<file path="src/rtl/sar_value_finder.sv">
// Successive-approximation finder: probes a comparator's b/mode pins and rebuilds a from the a>b flag.
// Latency WIDTH+2 cycles per search (2*WIDTH+2 with SAR_REGISTERED_CMP_EN); start is ignored, not queued, while busy/done.
module sar_value_finder #(
  parameter int WIDTH = 8
) (
  input  logic             clk,
  input  logic             reset,
  input  logic             start,
  input  logic             mode_in,
  input  logic             gt_in,
  output logic [WIDTH-1:0] probe,
  output logic             cmp_mode,
  output logic             busy,
  output logic             done,
  output logic [WIDTH-1:0] result
);

  localparam int KW = $clog2(WIDTH);
  localparam logic [WIDTH-1:0] ONE = {{(WIDTH-1){1'b0}}, 1'b1};
  localparam logic [WIDTH-1:0] MSB = {1'b1, {(WIDTH-1){1'b0}}};

  typedef enum logic [1:0] {S_IDLE, S_SEARCH, S_DONE} state_t;

  state_t            state;
  logic [WIDTH-1:0]  acc;
  logic [KW-1:0]     k;
  logic [KW-1:0]     k_dec;
  logic [WIDTH-1:0]  trial;
  logic [WIDTH-1:0]  acc_next;
  logic [WIDTH-1:0]  probe_next;
  logic [WIDTH-1:0]  probe_first;
  logic [WIDTH-1:0]  result_next;
  logic              sample_now;
`ifdef SAR_REGISTERED_CMP_EN
  logic              phase;
`endif

  // The search runs on biased u so signed order becomes unsigned order; unbias maps back.
  function automatic logic [WIDTH-1:0] unbias(input logic [WIDTH-1:0] v, input logic s);
    return s ? (v ^ MSB) : v;
  endfunction

  always_comb begin
    trial       = acc | (ONE << k);
    acc_next    = gt_in ? trial : acc;
    k_dec       = k - KW'(1);
    probe_next  = unbias((acc_next | (ONE << k_dec)) - ONE, cmp_mode);
    probe_first = unbias(MSB - ONE, mode_in);
    result_next = unbias(acc_next, cmp_mode);
`ifdef SAR_REGISTERED_CMP_EN
    sample_now  = phase;
`else
    sample_now  = 1'b1;
`endif
  end

  always_ff @(posedge clk or posedge reset) begin
    if (reset) begin
      state    <= S_IDLE;
      acc      <= '0;
      k        <= '0;
      probe    <= '0;
      cmp_mode <= 1'b0;
      busy     <= 1'b0;
      done     <= 1'b0;
      result   <= '0;
`ifdef SAR_REGISTERED_CMP_EN
      phase    <= 1'b0;
`endif
    end else begin
      case (state)
        S_IDLE: begin
          done <= 1'b0;
          if (start) begin
            cmp_mode <= mode_in;
            acc      <= '0;
            k        <= KW'(WIDTH-1);
            probe    <= probe_first;
            busy     <= 1'b1;
            state    <= S_SEARCH;
`ifdef SAR_REGISTERED_CMP_EN
            phase    <= 1'b0;
`endif
          end
        end
        S_SEARCH: begin
`ifdef SAR_REGISTERED_CMP_EN
          // First cycle after a probe update lets the registered comparator settle.
          phase <= ~phase;
`endif
          if (sample_now) begin
            acc <= acc_next;
            if (k != '0) begin
              k     <= k_dec;
              probe <= probe_next;
            end else begin
              result <= result_next;
              done   <= 1'b1;
              busy   <= 1'b0;
              state  <= S_DONE;
            end
          end
        end
        S_DONE: begin
          done  <= 1'b0;
          state <= S_IDLE;
        end
        default: state <= S_IDLE;
      endcase
    end
  end

endmodule

</file>
<file path="config.mk">
export PLATFORM = sky130hd
export DESIGN_NAME = sar_value_finder
export DESIGN_NICKNAME = d
export VERILOG_FILES = /design/src/rtl/sar_value_finder.sv
export SDC_FILE = /design/constraint.sdc
export NUM_CORES = 1
export LEC_CHECK = 0
export CAP_MARGIN = 20
export CORE_MARGIN = 4
export CORE_UTILIZATION = 49
export DETAILED_ROUTE_END_ITERATION = 10
export MAX_ROUTING_LAYER = met4
export PLACE_DENSITY_LB_ADDON = 0.2
export SETUP_SLACK_MARGIN = 0.1
export SYNTH_ARGS = -nofsm -noshare
export SYNTH_HDL_FRONTEND = slang
export SYNTH_SLANG_ARGS = --single-unit
</file>
<file path="constraint.sdc">
create_clock -name clk -period 2.3 [get_ports clk]
set_input_delay 0.46 -clock clk [delete_from_list [all_inputs] [get_ports clk]]
set_output_delay 0.46 -clock clk [all_outputs]
set_load 0.01 [all_outputs]
</file>
==> summary.md, run 1 <==
| Metric | Value |
|---|---|
| Status | `finished clean` |
| Post-synth top area cell | `dfrtp_1` |
| Initial antenna violation count | `0` |
| CTS Sinks | `32` |
| WS Path Type | `reg -> reg` |
| Post-Synthesis Cells | `165` |
| Die W | `65.7 µm` |
| Pint | `2120 µW` |
| DR iter-0 viols | `40` |
| Top-count cell post-synth | `dfrtp_1` |
| Core Rows | `20` |
| Die H | `65.7 µm` |
| Nets | `211` |
| Leakage Power | `between 0.0009 and 0.001 µW` |
| Post-CTS Repair Setup Buffers | `0` |
| Die ar. | `4320 µm²` |
| Commonest cells post-synth | `dfrtp_1 (32), a21oi_1 (29), nor2_1 (25)` |
| # IOs | `24` |
| Setup violators final | `0` |
| DP HPWL | `2730 µm` |
| Sum of negative setup slack | `0 ns` |
| Power Dens Cells | `roughly 1700 nW/µm²` |
| Final Critical Period | `2.11 ns` |
| Unrepaired setup endpoints after global routing | `yes` |
| Pwr Total | `between 3000 and 4000 µW` |
| Fillers | `262` |
| Max frequency | `roughly 0.47 GHz` |
| Routed WL | `3650 µm` |
| Total number of vias | `approximately 1300` |
| Largest net degree at the start of global routing | `33` |
| Worst Path Arrival | `2.37 ns` |
| Ant. Diodes | `0` |
| Total track usage | `around 20%` |
| TritonCTS buffer count | `5` |
| Finished Cell Area | `2080 µm²` |
| Logic pwr share | `just under 60%` |
| Cts-stage hold buffer count | `0` |
| Slew @ Worst Pin | `0.515 ns` |
| Final worst path period share | `91.9%` |
| Core Footprint | `3130 µm²` |
| CTS tree | `built` |
| Yosys top cell area share | `49.0%` |
| Critical Path Sink Type | `register` |
| Switching pwr | `approximately 1400 µW` |
| Congestion Overflow GR | `0` |
| H-Tree Depth | `2` |
| Syn_nets | `177` |
| Port Buffer Count | `23` |
| PnR worst setup slack | `0.185 ns` |
| First-pass GRT wire length | `around 6200 µm` |
| Hold Crit Class | `in -> async` |
| Vias/cell | `~5.3` |
| Startpoint Class | `register` |
| Post-synth cell types | `36` |
| GPL Wtd Cong | `just over 0.9` |
| Area Overhead vs Synth | `27.5%` |
| Async SR Flop Fraction | `100%` |
| Mapped Avg Cell Area | `9.90 µm²` |
| Worst-Skew Late Latency | `around 0.34 ns` |
| # DRC | `0` |
| Max Fanout on Critical Path | `12` |
| WL per Instance | `between 10 and 15 µm` |
| Synth Register Bits | `32` |
| Seq pwr share | `around 29%` |
| Primary FF master, synth | `dfrtp_1` |
| VDD IR max | `890 µV` |
| Initial Utilization | `52.2%` |
| Clock power share | `about 14%` |
| Pins over their slew limit | `0` |
| Fraction of power spent switching nets | `40.3%` |
| Number of max-cap violations | `0` |
| Most area-consuming cells after synthesis | `dfrtp_1 (49%), a21oi_1 (8.9%), nor2_1 (5.7%)` |
| Synthesized area | `~1600 µm²` |
| Place WS | `0.0909 ns` |
| Relative slew slack | `65.5%` |
| Util after Layout | `66.6%` |
| Final Hold Fails | `0` |
| Clk_skew | `0.0100 ns` |
| Clock slew at reported path FFs | `0.10 ns` |
| Placed inst area | `between 1500 and 2000 µm²` |
| Synth warn | `0` |
| Post-route ant nets | `0` |
| Worst Path Required | `2.56 ns` |
| Maximum clock path buffer count | `2` |
| Clock Root Buffer | `clkbuf_4` |
| Drt pass-1 iters | `4` |
| Fraction of layout cells with a size suffix above 1 | `16.0%` |
| Register area share after synthesis | `49.0%` |
| Vias in the first global route | `1260` |
| Post-synth EDFFs | `0` |
[cells by family after synthesis]
| kind of cell | share of synthesized area, % |
|---|---|
| mux | 2.76 |
| flops | 49.0 |
| compound gates | 17.8 |
| xor+xnor | 4.83 |
| fa+ha+maj | 5.36 |
| simple gates | 16.7 |
| buf+inv | 3.53 |
[worst max-delay path, cell delays in order, from the launching register on]
cell and delay, ns:
dfrtp_1 0.44, inv_1 0.16, ha_1 0.35, inv_1 0.15, nor3_2 0.48, buf_4 0.27, nor2_1 0.05, a21oi_1 0.13
[final timing paths]
check	from	depth (start not counted)	to	slack [ns]
max	k[1]	7	result[0]	0.19
min	reset	3	probe[2]	0.48
max reg2reg	k[1]	7	result[0]	0.19
min reg2reg	done	1	done	0.50
max in group asynchronous	reset	3	done	1.53
min in group clk	done	1	done	0.50
[cell usage in the layout (no fill, tap or decap), types with 2 or more instances in the layout]
master,synthesis,final
inv_1,8,8
nand2b_1,3,3
nand3_1,2,2
mux2_2,4,4
buf_4,0,10
a21oi_1,29,29
nand2_1,7,7
ha_1,7,5
nor2_1,25,25
xnor2_1,8,8
and2_1,2,2
nor2b_1,3,3
nor3_1,2,2
clkdlybuf4s50_1,0,23
a31oi_1,3,2
clkbuf_4,0,5
clkbuf_8,0,2
o21ai_0,5,5
dfrtp_1,32,32
[stage by stage]
step	hold WS (ns)	std cells
after global placement	0.470	236
final	0.484	244
after global routing	0.533	244
after detailed placement	0.475	236
after CTS	0.487	244
after floorplan	0.479	165
[power by group through the flow]
stage	Combinational, µW	Clock [µW]	Sequential (µW)
floorplan	1250	0	1060
global placement	1980	0	1010
detailed placement	2020	0	1020
CTS	2030	495	1010
global route	2240	525	1050
finish	2050	487	1010
[routing by layer]
layer	wire, µm	track usage [%]	vias to the layer above
li1	-	-	643
met1	1690	25.4	634
met2	1780	29.7	23
met3	135	5.64	5
met4	46	6.22	0
met5	0	-	-
[final cells by class]
| cell class | instances | area [µm²] | share of cell area [%] |
|---|---|---|---|
| Clock inverter | 1 | 30.0 | 1.44 |
| Inverter | 8 | 30.0 | 1.44 |
| Clock buffer | 7 | 65.1 | 3.12 |
| Tap cell | 44 | 55.1 | 2.64 |
| Multi-Input combinational cell | 119 | 796 | 38.2 |
| Timing Repair Buffer | 33 | 305 | 14.7 |
| Sequential cell | 32 | 801 | 38.5 |
[registers in the layout, summed over array words and instances, names as in the netlist]
| signal | cells |
|---|---|
| acc | 8 |
| busy | 1 |
| cmp_mode | 1 |
| done | 1 |
| k | 3 |
| probe | 8 |
| result | 8 |
| state | 2 |
[timing repair]
action,in CTS,in global routing
resized for setup,1,3
pin swaps,0,0
endpoints found under the setup margin,3,3
endpoints found under the hold margin,0,0
No activity file was read; power rests on OpenSTA's default activity.
==> run 2: changes to the inputs <==
Settings changed: CAP_MARGIN 20 to default, TNS_END_PERCENT from default to 30.
==> results of run 2 <==
Same layout as run 1: the final DEF is identical, and so are final timing and power.
==> run 3: changes to the inputs <==
Clock period 2.3 ns to 2.6 ns, I/O delays scaled along.
==> run 3 against run 2 <==
Against the previous run:
- cell count down 2.0%
- critical path depth up 1
- count of clock-buffer cells in the layout down 1
- routed wire length down 8.0%
- largest cell class unchanged
- flip-flop and latch count unchanged
- worst setup slack better by 0.11 ns
==> summary.md, run 3 (same netlist as run 1, synthesis figures left out) <==
| Metric | Value |
|---|---|
| Relative slew slack | `65.2% (-0.30 points)` |
| Clock power share | `12.7% (-1.0 points)` |
| Post-CTS Repair Setup Buffers | `0 (unchanged)` |
| Startpoint Class | `register` |
| Switching pwr | `1210 µW (-15%)` |
| Fraction of power spent switching nets | `41.0% (+0.75 points)` |
| Setup violators final | `0 (unchanged)` |
| Final std cells w/o fill | `239 (-2.0%)` |
| Drt pass-1 iters | `4 (unchanged)` |
| Core Rows | `20 (unchanged)` |
| Leakage Power | `0.000870 µW (-3.3%)` |
| Seq pwr share | `30.6% (+2.0 points)` |
| Congestion Overflow GR | `0 (unchanged)` |
| TritonCTS buffer count | `5 (unchanged)` |
| Most common cell after layout, fill and taps aside | `dfrtp_1` |
| Most frequent cells in the layout | `dfrtp_1 (32), a21oi_1 (29), nor2_1 (25)` |
| Cts-stage hold buffer count | `0 (unchanged)` |
| PnR worst setup slack | `0.294 ns (+0.109 ns)` |
| Unrepaired setup endpoints after global routing | `no` |
| Final Hold Fails | `0 (unchanged)` |
| Status | `finished clean` |
| WL per Instance | `14.0 µm (-6.0%)` |
| DP HPWL | `2480 µm (-9.0%)` |
| Sum of negative setup slack | `0 ns (unchanged)` |
| # DRC | `0 (unchanged)` |
| # IOs | `24 (unchanged)` |
| Worst-Skew Late Latency | `0.34 ns (about the same)` |
| Placed cell count | `231 (-2.1%)` |
| Slew @ Worst Pin | `0.518 ns (+0.00384 ns)` |
| Vias/cell | `5.46 (+2.1%)` |
| Clock slew at reported path FFs | `0.10 ns (about the same)` |
| Pins over their slew limit | `0 (unchanged)` |
| CTS Sinks | `32 (unchanged)` |
| Fraction of layout cells with a size suffix above 1 | `11.8% (-4.2 points)` |
| Core Footprint | `3130 µm² (unchanged)` |
| Regs by FF count | `acc x8, probe x8, result x8` |
| Final Critical Period | `2.31 ns (+0.191 ns)` |
| H-Tree Depth | `2 (unchanged)` |
| Worst Path Arrival | `2.52 ns (+0.15 ns)` |
| VDD IR max | `625 µV (-30%)` |
| Port Buffer Count | `23 (unchanged)` |
| Finished Cell Area | `2000 µm² (-3.7%)` |
| Clk_skew | `0.00772 ns (-0.00230 ns)` |
| Util after Layout | `64.1% (-2.5 points)` |
| Ant. Diodes | `0 (unchanged)` |
| Max frequency | `0.434 GHz (-8.3%)` |
| Worst Path Required | `2.82 ns (+0.26 ns)` |
| Power Dens Cells | `1470 nW/µm² (-14%)` |
| Area Overhead vs Synth | `22.8%` |
| First-pass GRT wire length | `6000 µm (-3.0%)` |
| Total number of vias | `1305 (unchanged)` |
| Die W | `65.7 µm (unchanged)` |
| Maximum clock path buffer count | `2 (unchanged)` |
| Total track usage | `18.6% (-1.0 points)` |
| Final worst path period share | `88.7% (-3.3 points)` |
| Routed WL | `3360 µm (-8.0%)` |
| Die H | `65.7 µm (unchanged)` |
| Internal reg-to-reg setup slack | `0.29 ns (+0.11 ns)` |
| Area of the multi-input gates | `774 µm² (-2.7%)` |
| Die ar. | `4320 µm² (unchanged)` |
| Pint | `1740 µW (-18%)` |
| WS Path Type | `reg -> reg` |
| Logic pwr share | `56.8% (-0.9 points)` |
| CTS tree | `built` |
| CTS resizes | `0 (-1)` |
| Place WS | `0.279 ns (+0.188 ns)` |
| GPL Wtd Cong | `0.932 (+3.0%)` |
| Initial Utilization | `52.2% (unchanged)` |
| Hold Crit Class | `reg -> reg` |
| Critical Path Sink Type | `register` |
| Number of max-cap violations | `0 (unchanged)` |
| Max Fanout on Critical Path | `11 (-1)` |
| Nets | `206 (-2.4%)` |
| Fillers | `247 (-5.7%)` |
| Post-route ant nets | `0 (unchanged)` |
| Placed inst area | `1930 µm² (-1.9%)` |
| Reg area | `801 µm² (unchanged)` |
| DR iter-0 viols | `42 (+5.0%)` |
| Initial antenna violation count | `0 (unchanged)` |
| Clock Root Buffer | `clkbuf_4` |
| Largest net degree at the start of global routing | `33 (unchanged)` |
| Vias in the first global route | `1306 (+3.7%)` |
-- run 3: cell count changes in the layout (fill, tap and decap cells not counted) --
cell	delta
buf_4	-5
clkbuf_8	-2
ha_1	+2
a31oi_1	+1
a31oi_2	-1
clkbuf_1	+1
clkinv_2	+1
ha_2	-1
ha_4	-1
-- run 3: through the flow --
stage,power [µW],hold slack [ns]
after global routing,3200,0.533
after floorplan,2050,0.479
after global placement,2540,0.471
final,2950,0.492
after CTS,2970,0.494
after detailed placement,2590,0.474
-- run 3: final cells by class --
class | count | area share [%]
flip-flops and latches | 32 | 40.0
multi-input cells | 119 | 38.6
repair buffers | 28 | 13.4
clock buffers | 6 | 2.06
well taps | 44 | 2.75
clock inverters | 2 | 1.75
inverters | 8 | 1.50
-- run 3: path summary, 6_finish.rpt --
check	from	to	depth (start not counted)
max	k[0]	probe[7]	8
min	done	done	1
max reg2reg	k[0]	probe[7]	8
min reg2reg	done	done	1
max in group asynchronous	reset	acc[1]	3
min in group asynchronous	reset	probe[3]	3
-- run 3: worst max-delay path: stages, from the launching register on --
cell	delay (ns)
dfrtp_1	0.45
inv_1	0.13
ha_1	0.39
xnor2_1	0.22
a221oi_2	0.33
and2_1	0.24
nand4_1	0.13
xnor2_1	0.18
o221ai_1	0.11
-- run 3: routing by layer --
layer	vias up	GRT usage (%)	wire (µm)
li1	626	-	-
met1	634	22.8	1430
met2	34	28.7	1640
met3	11	4.79	188
met4	0	8.55	99
met5	-	-	0
-- run 3: power by group through the flow --
| stage | combinational (µW) | sequential [µW] | clock (µW) |
|---|---|---|---|
| 2_1_floorplan | 1110 | 939 | 0 |
| 3_3_place_gp | 1640 | 906 | 0 |
| 3_5_place_dp | 1680 | 911 | 0 |
| 4_1_cts | 1690 | 902 | 378 |
| 5_1_grt | 1860 | 939 | 407 |
| 6_report | 1680 | 902 | 374 |
